**src/rtl/pipe_pkg.sv**
```systemverilog
// Shared definitions for the pipe_* stage family: the canonical RISC-V NOP
// and the occupancy encoding used by every skid-buffered stage register.
package pipe_pkg;
  localparam logic [31:0] RV_NOP = 32'h0000_0013;
  typedef enum logic [1:0] {OCC_EMPTY, OCC_ONE, OCC_FULL} occ_e;
endpackage

```
**src/rtl/pipe_sat_ctr.sv**
```systemverilog
// Saturating event counter: sticks at all-ones, cleared only by reset.
module pipe_sat_ctr #(
  parameter int CNT_W = 32
) (
  input  logic             clk,
  input  logic             reset,
  input  logic             inc,
  output logic [CNT_W-1:0] count
);
  always_ff @(posedge clk) begin
    if (reset)                    count <= '0;
    else if (inc && count != '1)  count <= count + CNT_W'(1);
  end
endmodule

```
**src/rtl/pipe_if_id_skid.sv**
```systemverilog
// IF->ID stage register with valid/ready handshake, 2-entry skid storage and flush.
// Optional perf counters are built when PIPE_IF_ID_PERF_EN is defined.
module pipe_if_id_skid
  import pipe_pkg::*;
#(
  parameter int              XLEN     = 32,
  parameter int              ILEN     = 32,
  parameter logic [ILEN-1:0] NOP_INST = ILEN'(RV_NOP)
`ifdef PIPE_IF_ID_PERF_EN
  , parameter int            CNT_W    = 32
`endif
) (
  input  logic            clk,
  input  logic            reset,
  input  logic            in_valid,
  output logic            in_ready,
  input  logic [XLEN-1:0] in_pc,
  input  logic [ILEN-1:0] in_inst,
  input  logic            flush,
  output logic            out_valid,
  input  logic            out_ready,
  output logic [XLEN-1:0] out_pc,
  output logic [ILEN-1:0] out_inst
`ifdef PIPE_IF_ID_PERF_EN
  , output logic [CNT_W-1:0] perf_stall_cnt
  , output logic [CNT_W-1:0] perf_flush_cnt
`endif
);
  occ_e            state;
  logic [XLEN-1:0] skid_pc;
  logic [ILEN-1:0] skid_inst;
  logic            push, pop;

  assign push = in_valid & in_ready;
  assign pop  = out_valid & out_ready;

  // out_pc/out_inst are the main slot itself; it is scrubbed to 0/NOP whenever
  // it empties so decode never sees stale data with out_valid low.
  always_ff @(posedge clk) begin
    if (reset || flush) begin
      state     <= OCC_EMPTY;
      out_valid <= 1'b0;
      out_pc    <= '0;
      out_inst  <= NOP_INST;
      in_ready  <= 1'b1;
    end else begin
      case (state)
        OCC_EMPTY: if (push) begin
          state     <= OCC_ONE;
          out_valid <= 1'b1;
          out_pc    <= in_pc;
          out_inst  <= in_inst;
        end
        OCC_ONE: begin
          if (push && pop) begin
            out_pc   <= in_pc;
            out_inst <= in_inst;
          end else if (push) begin
            state     <= OCC_FULL;
            skid_pc   <= in_pc;
            skid_inst <= in_inst;
            in_ready  <= 1'b0;
          end else if (pop) begin
            state     <= OCC_EMPTY;
            out_valid <= 1'b0;
            out_pc    <= '0;
            out_inst  <= NOP_INST;
          end
        end
        OCC_FULL: if (pop) begin
          state    <= OCC_ONE;
          out_pc   <= skid_pc;
          out_inst <= skid_inst;
          in_ready <= 1'b1;
        end
        default: begin
          state     <= OCC_EMPTY;
          out_valid <= 1'b0;
          out_pc    <= '0;
          out_inst  <= NOP_INST;
          in_ready  <= 1'b1;
        end
      endcase
    end
  end

`ifdef PIPE_IF_ID_PERF_EN
  logic flush_drop;
  // A main entry popped in the flush cycle was consumed, not dropped.
  assign flush_drop = flush & ((state == OCC_FULL) | (state == OCC_ONE & !out_ready) | push);

  pipe_sat_ctr #(.CNT_W(CNT_W)) u_stall_ctr (
    .clk(clk), .reset(reset), .inc(out_valid & !out_ready), .count(perf_stall_cnt)
  );
  pipe_sat_ctr #(.CNT_W(CNT_W)) u_flush_ctr (
    .clk(clk), .reset(reset), .inc(flush_drop), .count(perf_flush_cnt)
  );
`endif
endmodule

```
**config.mk**
```make
export PLATFORM = sky130hd
export DESIGN_NAME = pipe_if_id_skid
export DESIGN_NICKNAME = d
export VERILOG_FILES = /design/src/rtl/pipe_pkg.sv /design/src/rtl/pipe_sat_ctr.sv /design/src/rtl/pipe_if_id_skid.sv
export SDC_FILE = /design/constraint.sdc
export NUM_CORES = 1
export LEC_CHECK = 0
export ABC_AREA = 1
export CAP_MARGIN = 40
export CORE_MARGIN = 4
export CORE_UTILIZATION = 45
export CTS_BUF_LIST = sky130_fd_sc_hd__clkbuf_8
export DETAILED_ROUTE_END_ITERATION = 6
export PLACE_DENSITY = 0.72
export SLEW_MARGIN = 10
export SYNTH_ARGS = -nofsm -noshare
export SYNTH_HDL_FRONTEND = slang
export SYNTH_SLANG_ARGS = --single-unit
```
**constraint.sdc**
```tcl
create_clock -name clk -period 6.84 [get_ports clk]
set_input_delay 1.368 -clock clk [delete_from_list [all_inputs] [get_ports clk]]
set_output_delay 1.368 -clock clk [all_outputs]
set_load 0.01 [all_outputs]
```
==> impl_metrics.ini, run 1 <==
[yosys]
synth-edff-count = 64
yosys.area.top_type_share_pct = 34.09
ys_async_sr_fraction_pct = 0
syn-instance-count = 657
ys_seq_elements = 132
yosysMostFrequentCell = nand2_1
synth_nets = 726
synth_common_cells = nand2_1 (258), nand3_1 (132), dfxtp_1 (68), a21oi_1 (64), edfxtp_1 (64)
yosys_most_used_dff = dfxtp_1
synth_cell_type_count = 20
syn_area_sq_um = 5638
syn_avg_cell_area_sq_um = 8.581
ys_seq_area_share_pct = 58.23
synth_top_area_cell = edfxtp_1
synth_warnings = 0
synthTopCellsByArea = edfxtp_1 (34%), dfxtp_1 (24%), nand2_1 (17%)

[drt]
postRouteAntennaNets = 0
wl_met1_um = 6471
highest_layer = met4
wl_met2_um = 6778
drc = 0
wl_per_cell_um = 15.23
drtIter0Drc = 380
met3_length_um = 1095
via_count = 4996
routed_via_density = 5.231
wl_um = 14540
drt-pass1-iter-count = 5

[floorplanning]
core_region_area_sq_um = 12160
die_h_um = 119.9
fp-row-count = 40
io_pins = 135
start_util_pct = 46.36
dieArea_sq_um = 14380
die_x_um = 119.9

[power_and_ir_drop]
seqPwrFrac_pct = 51.3
p_int_mw = 1.264
p_per_area_nw_per_um2 = 225.6
vdd_drop_max_mv = 0.1208
leakagePower_nw = 2.716
p_sw_share_pct = 24.34
combinationalPowerShare_pct = 13.1
power.switching_mw = 0.4067
clkPwrFrac_pct = 35.6

[critical_path]
critPathKind = primary input to register
worst_path_most_repeated_cell = nand2_1
worstSetupEndpoint = out_inst[12]$_SDFFE_PP0P_
startpoint_type = primary input
reg2reg_from = state[1]$_SDFFE_PP0P_
cp_max_fo = 33
r2r_setup_slack_ns = 4.59
critical-path-max-stage-delay_ns = 0.62
critPathTopFamily = simple AND/OR/NAND/NOR gates
crit_required_ns = 7.20
worstPathCellList = clkdlybuf4s50_1 -> nand2_1 -> nand2_1 -> nand2_1 -> nor2_4 -> buf_4 -> nand2_1 -> a21oi_1
cp.arrival_ns = 3.68
cpMaxStageDelayCell = nor2_4
r2r_end = out_inst[12]$_SDFFE_PP0P_
r2r_cells = 7
cp_num_cells = 8
path_buf_inv = 2
startpoint = in_valid
cp-end-kind = register

[clocking]
post_cts_resized = 0
cts_tree = yes
ctsHoldBuffers = 0
post_cts_buffers = 0
root_buffer = clkbuf_8
clock_sinks = 132
cts_made_buffers = 17
ctsHtreeMaxLevel = 4
path_clk_slew_ns = 0.07
clk-insertion-delay-late_ns = 0.43
cts.path.max_buffers = 2

[cells_and_area]
areaGrowthSynthToFinish_pct = 31.34
register_area_sq_um = 3283
diodes = 0
design_area_sq_um = 7405
final_nets = 844
drive_above_1_share_pct = 5.718
nFillCells = 1102
multiInputGateArea_sq_um = 2102

[timing]
rsz0062_at_grt = false
period_needed_ns = 3.317
finalHoldViolCount = 0
clock.fmax_ghz = 0.3015
post-route-period-util_pct = 48.50
setup_tns_ns = 0
post-route-worst-setup-slack_ns = 3.523
fin_worst_skew_ns = 0.01452
setup_violations = 0
hold_slack_ns = 0.4636
slew_headroom_pct = 47.84
worstMarginPinSlew_ns = 0.7806
drv_slew = 0

[place]
pre_cts_ws_ns = 3.090
place.gp.congestion = 0.8698
place_area_sq_um = 7052
io_buffers = 134
place_hpwl_um = 9402

[global_route]
gr-usage-all-layers_pct = 20.72
grt_max_degree = 65
antenna_found_initial = 0
grt_pass1_vias = 4985
grt_pass1_wl_um = 24080
gr-total-overflow = 0

[run_status]
status = finished, final reports clean

[worst_hold_path]
hp-class = register to register

[run]
drv_cap = 0
## flip-flops by register name, summed over array words and instances (netlist names)
register   count
out_inst      32
out_pc        32
skid_inst     32
skid_pc       32
state          2
in_ready       1
out_valid      1
## placed cells by master (no fill, tap or decap)
| cell type | instances |
|---|---|
| edfxtp_1 | 64 |
| clkbuf_8 | 18 |
| nand3_1 | 132 |
| nand2_8 | 1 |
| inv_1 | 9 |
| dfxtp_1 | 68 |
| bufinv_16 | 2 |
| o211ai_1 | 1 |
| nand2_1 | 258 |
| nor2_1 | 5 |
| buf_12 | 2 |
| nand2_2 | 2 |
| nor3_2 | 1 |
| nor2_4 | 5 |
| a21oi_1 | 64 |
| clkdlybuf4s50_1 | 134 |
| o21ai_0 | 3 |
| clkinv_2 | 3 |
| inv_2 | 5 |
| o22ai_1 | 2 |
| clkinv_1 | 2 |
| buf_4 | 6 |
## kinds of logic after synthesis
kind of cell	share of synthesized area (%)
flops	58.23
compound gates	6.303
simple gates	30.80
buf+inv	4.660
## tightest hold or removal path, delay by kind of cell (launching register included)
family	cells	cell delay, ns
flops	1	0.31
simple gates	1	0.06
compound gates	1	0.05
## worst min-delay path by stage
stage | startpoint | to | slack [ns] | depth (start not counted)
2_1_floorplan | skid_inst[4]$_DFFE_PP_ | out_inst[4]$_SDFFE_PP1P_ | 0.47 | 2
3_3_place_gp | out_pc[11]$_SDFFE_PP0P_ | out_pc[11]$_SDFFE_PP0P_ | 0.45 | 2
3_5_place_dp | out_pc[21]$_SDFFE_PP0P_ | out_pc[21]$_SDFFE_PP0P_ | 0.46 | 2
4_1_cts | out_pc[21]$_SDFFE_PP0P_ | out_pc[21]$_SDFFE_PP0P_ | 0.47 | 2
5_1_grt | out_pc[17]$_SDFFE_PP0P_ | out_pc[17]$_SDFFE_PP0P_ | 0.48 | 2
6_report | out_inst[21]$_SDFFE_PP0P_ | out_inst[21]$_SDFFE_PP0P_ | 0.46 | 2
## per-layer routing
metal	track usage [%]	vias to the layer above
li1	-	2450
met1	26.82	2318
met2	33.40	211
met3	5.561	17
met4	7.516	0
met5	0	-
## cell type report
cell class	count	area share, %
Clock buffer	18	3.346
Clock inverter	13	1.419
Inverter	8	0.4055
Multi-Input combinational cell	474	28.39
Sequential cell	132	44.34
Tap cell	168	2.839
Timing Repair Buffer	142	19.26
## power by group through the flow
stage / registers [mW] / logic, mW / clock network (mW)
detailed placement: 0.874 / 0.220 / 0
CTS: 0.857 / 0.220 / 0.605
floorplan: 0.881 / 0.110 / 0
global placement: 0.874 / 0.212 / 0
global route: 0.858 / 0.242 / 0.644
finish: 0.857 / 0.219 / 0.594
## metrics by stage
stage	power (mW)	cells	utilization [%]
2_1_floorplan	0.9909	657	-
3_3_place_gp	1.086	922	57.65
3_5_place_dp	1.094	924	57.98
4_1_cts	1.682	955	60.88
5_1_grt	1.745	955	60.88
6_report	1.671	955	60.88
No activity file was read; power rests on OpenSTA's default activity.
==> inputs of run 2 (changes only) <==
clock period = 2.7 ns   (was 6.84 ns; I/O delays follow)
==> impl_metrics.ini, run 2 (synthesized netlist as in run 1, its figures left out) <==
[timing]
clock.fmax_ghz = 0.5079
finalHoldViolCount = 0
worstMarginPinSlew_ns = 0.7493
slew_headroom_pct = 49.97
drv_slew = 0
hold_slack_ns = 0.4632
period_needed_ns = 1.969
setup_tns_ns = 0
setup_violations = 0
rsz0062_at_grt = false
fin_worst_skew_ns = 0.007392
post-route-period-util_pct = 72.92

[drt]
drc = 0
wl_per_cell_um = 15.47
wl_um = 14850
drtIter0Drc = 442
routed_via_density = 5.327
postRouteAntennaNets = 0
drt-pass1-iter-count = 5
via_count = 5114

[place]
place_area_sq_um = 7106
place_inst = 929
place.gp.congestion = 0.7873
place_hpwl_um = 9483
io_buffers = 134

[clocking]
ctsHoldBuffers = 0
cts_tree = yes
ctsHtreeMaxLevel = 4
root_buffer = clkbuf_8
post_cts_resized = 0
clk-insertion-delay-late_ns = 0.44
path_clk_slew_ns = 0.06
cts_made_buffers = 17
post_cts_buffers = 0
cts.path.max_buffers = 2
clock_sinks = 132

[cells_and_area]
areaGrowthSynthToFinish_pct = 32.02
drive_above_1_share_pct = 6.692
diodes = 0
mostFrequentLayoutCells = nand2_1 (257), clkdlybuf4s50_1 (134), nand3_1 (132), dfxtp_1 (68)
instances_no_fill = 960
nFillCells = 1035
final_common_cell = nand2_1
final_nets = 849
design_area_sq_um = 7443

[critical_path]
startpoint = in_ready$_SDFFE_PP1P_
worstPathCellList = clkdlybuf4s50_1
cp_max_fo = 4
cp.arrival_ns = 1.43
path_buf_inv = 1
cp-end-kind = primary output
critPathTopFamily = buffers and inverters
critical-path-max-stage-delay_ns = 0.61
r2r_setup_slack_ns = 0.80
cp_num_cells = 1
critPathKind = register to primary output
startpoint_type = register
r2r_cells = 7
cpMaxStageDelayCell = clkdlybuf4s50_1
worstSetupEndpoint = in_ready
reg2reg_from = state[0]$_SDFFE_PP0P_
r2r_end = out_pc[8]$_SDFFE_PP0P_
crit_required_ns = 2.16

[floorplanning]
start_util_pct = 46.36
core_region_area_sq_um = 12160
io_pins = 135
die_h_um = 119.9
fp-row-count = 40
dieArea_sq_um = 14380
die_x_um = 119.9

[power_and_ir_drop]
p_per_area_nw_per_um2 = 561.6
leakagePower_nw = 2.743
vdd_drop_max_mv = 0.3061
p_total_mw = 4.180

[global_route]
grt.busiest_layer = met2
use_met1_pct = 27.48
grt_util_met2_pct = 32.74
grtUsageMet3_pct = 6.221
antenna_found_initial = 0
grt_max_degree = 65
gr-total-overflow = 0
gr-usage-all-layers_pct = 20.98
grt_pass1_vias = 5036
grt_pass1_wl_um = 24480

[run]
drv_cap = 0

[worst_hold_path]
hp-class = register to register

[run_status]
status = finished, final reports clean
==> run 2: changes by cell type in the layout (fill, tap and decap cells not counted) <==
cell / change
clkinv_2: +1
nor3_2: -1
nor2_1: -1
clkinv_1: -1
bufinv_16: -1
nor2_4: +1
buf_4: +5
nand2_1: -1
nor3_4: +1
clkbuf_8: +1
nand2_2: +1
==> run 2: through the flow <==
step / util (%) / worst slack [ns]
2_1_floorplan: - / -0.07738
3_5_place_dp: 58.43 / 0.3587
6_report: 61.20 / 0.7312
3_3_place_gp: 58.43 / 0.4424
4_1_cts: 61.20 / 0.7037
5_1_grt: 61.20 / 0.5751
==> run 2: power by group <==
group | total (mW) | switching (mW) | leakage, nW | internal [mW]
registers | 2.17 | 0.0272 | 1.13 | 2.14
logic | 0.565 | 0.310 | 1.41 | 0.255
clock network | 1.44 | 0.704 | 0.200 | 0.739
==> run 2: cell type report <==
| cell class | count | area [sq um] | share of cell area [%] |
|---|---|---|---|
| clock buffer | 19 | 261.5 | 3.513 |
| clock inverter | 12 | 76.32 | 1.025 |
| inverter | 8 | 30.03 | 0.4034 |
| multi-input combinational | 474 | 2118 | 28.46 |
| sequential | 132 | 3283 | 44.11 |
| tap | 168 | 210.2 | 2.824 |
| timing repair buffer | 147 | 1464 | 19.67 |
==> run 2: metal layers <==
layer | share of wire, % | vias to the layer above
met5 | 0 | -
met4 | 1.7 | 0
met3 | 9.2 | 23
met2 | 45 | 244
met1 | 44 | 2386
li1 | - | 2461
==> run 2: how the worst min path moves through the flow <==
stage	from	end	slack (ns)	cells past startpoint
2_1_floorplan	skid_inst[4]$_DFFE_PP_	out_inst[4]$_SDFFE_PP1P_	0.47	2
3_3_place_gp	out_pc[20]$_SDFFE_PP0P_	out_pc[20]$_SDFFE_PP0P_	0.45	2
3_5_place_dp	out_pc[24]$_SDFFE_PP0P_	out_pc[24]$_SDFFE_PP0P_	0.45	2
4_1_cts	out_pc[24]$_SDFFE_PP0P_	out_pc[24]$_SDFFE_PP0P_	0.47	2
5_1_grt	out_pc[21]$_SDFFE_PP0P_	out_pc[21]$_SDFFE_PP0P_	0.48	2
6_report	out_inst[9]$_SDFFE_PP0P_	out_inst[9]$_SDFFE_PP0P_	0.46	2
==> inputs of run 3 (changes only) <==
clock period = 1.8 ns   (was 2.7 ns; I/O delays follow)
==> impl_metrics.ini, run 3 (synthesized netlist as in run 1, its figures left out) <==
[global_route]
antenna_found_initial = 0
grt_pass1_vias = 4912
grt_max_degree = 42
grt_pass1_wl_um = 23690
gr-usage-all-layers_pct = 20.17
gr-total-overflow = 0

[clocking]
ctsHoldBuffers = 0
clk-insertion-delay-late_ns = 0.41
clock_sinks = 132
ctsHtreeMaxLevel = 4
cts_made_buffers = 17
cts_tree = yes
post_cts_resized = 1
post_cts_buffers = 0
path_clk_slew_ns = 0.07
cts.path.max_buffers = 2
root_buffer = clkbuf_8

[critical_path]
critPathTopFamily = buffers and inverters
critPathKind = register to primary output
path_buf_inv = 1
cp_max_fo = 3
critical-path-max-stage-delay_ns = 0.60
cp.arrival_ns = 1.36
startpoint_type = register
cp-end-kind = primary output
worstPathCellList = clkdlybuf4s50_1
crit_required_ns = 1.44
r2r_setup_slack_ns = 0.17
cpMaxStageDelayCell = clkdlybuf4s50_1

[place]
place.gp.congestion = 0.7573
place_area_sq_um = 7353
io_buffers = 134
place_hpwl_um = 10100

[drt]
drt-pass1-iter-count = 6
drc = 0
wl_um = 14540
via_count = 5065
wl_per_cell_um = 14.87
routed_via_density = 5.179
postRouteAntennaNets = 0
drtIter0Drc = 422

[floorplanning]
fp-row-count = 40
dieArea_sq_um = 14380
start_util_pct = 46.36
die_h_um = 119.9
die_x_um = 119.9
core_region_area_sq_um = 12160
io_pins = 135

[timing]
period_needed_ns = 1.717
setup_tns_ns = 0
worstMarginPinSlew_ns = 0.4379
finalHoldViolCount = 0
post-route-period-util_pct = 95.40
hold_slack_ns = 0.4630
slew_headroom_pct = 70.80
fin_worst_skew_ns = 0.009764
setup_violations = 0
drv_slew = 0
clock.fmax_ghz = 0.5823
rsz0062_at_grt = false

[cells_and_area]
nFillCells = 1039
mostFrequentLayoutCells = nand2_1 (256), clkdlybuf4s50_1 (133), nand3_1 (132), dfxtp_1 (68)
final_nets = 866
areaGrowthSynthToFinish_pct = 36.42
drive_above_1_share_pct = 9.136
final_common_cell = nand2_1
design_area_sq_um = 7691
diodes = 0

[worst_hold_path]
hp-class = register to register

[power_and_ir_drop]
vdd_drop_max_mv = 0.4459
leakagePower_nw = 2.837
p_per_area_nw_per_um2 = 820.3

[run]
drv_cap = 0

[run_status]
status = finished, final reports clean
run 3: cell types whose count changed in the layout (fill, tap and decap cells not counted), sizes merged:
| cell | delta |
|---|---|
| buf | +17 |
| clkbuf | -2 |
| clkinvlp | +3 |
| clkinv | +3 |
| dlygate4sd2 | +1 |
| inv | -3 |
| clkdlybuf4s50 | -1 |
run 3: worst paths after layout:
kind	from	to	cells after the start
max	out_valid$_SDFFE_PP0P_	out_valid	1
min	out_pc[9]$_SDFFE_PP0P_	out_pc[9]$_SDFFE_PP0P_	2
min reg2reg	out_pc[9]$_SDFFE_PP0P_	out_pc[9]$_SDFFE_PP0P_	2
max reg2reg	state[1]$_SDFFE_PP0P_	out_inst[24]$_SDFFE_PP0P_	9
run 3: routing by layer:
| metal | track usage [%] | up-vias | share of wire, % | wire length, um |
|---|---|---|---|---|
| met5 | 0 | - | 0 | 0 |
| met4 | 5.727 | 0 | 0.87 | 126 |
| met3 | 4.995 | 14 | 6.5 | 946 |
| met2 | 34.11 | 163 | 48 | 6995 |
| met1 | 25.67 | 2391 | 45 | 6472 |
| li1 | - | 2497 | - | - |
run 3: stage by stage:
step	power, mW	utilization, %	setup WS, ns	cells
3_5_place_dp	4.246	60.46	-0.1475	946
3_3_place_gp	4.220	60.46	-0.1215	946
4_1_cts	6.354	63.21	0.06223	978
2_1_floorplan	3.769	-	-0.7973	657
5_1_grt	6.569	63.24	0.03091	978
6_report	6.309	63.24	0.08276	978
run 3: where the power goes:
| part | total, mW | switching [mW] | internal (mW) |
|---|---|---|---|
| Sequential | 3.26 | 0.0401 | 3.22 |
| Combinational | 0.921 | 0.476 | 0.445 |
| Clock | 2.13 | 1.08 | 1.05 |
run 3: tightest hold or removal path: stages (launching register included):
cell	delay, ns
dfxtp_1	0.31
nand2_1	0.06
a21oi_1	0.05
run 3: cell type report:
| cell class | count | area [sq um] | area share, % |
|---|---|---|---|
| flip-flops and latches | 132 | 3283 | 42.69 |
| clock buffers | 17 | 234.0 | 3.042 |
| well taps | 168 | 210.2 | 2.733 |
| multi-input cells | 474 | 2126 | 27.64 |
| repair buffers | 164 | 1707 | 22.19 |
| inverters | 8 | 30.03 | 0.3904 |
| clock inverters | 15 | 101.3 | 1.318 |
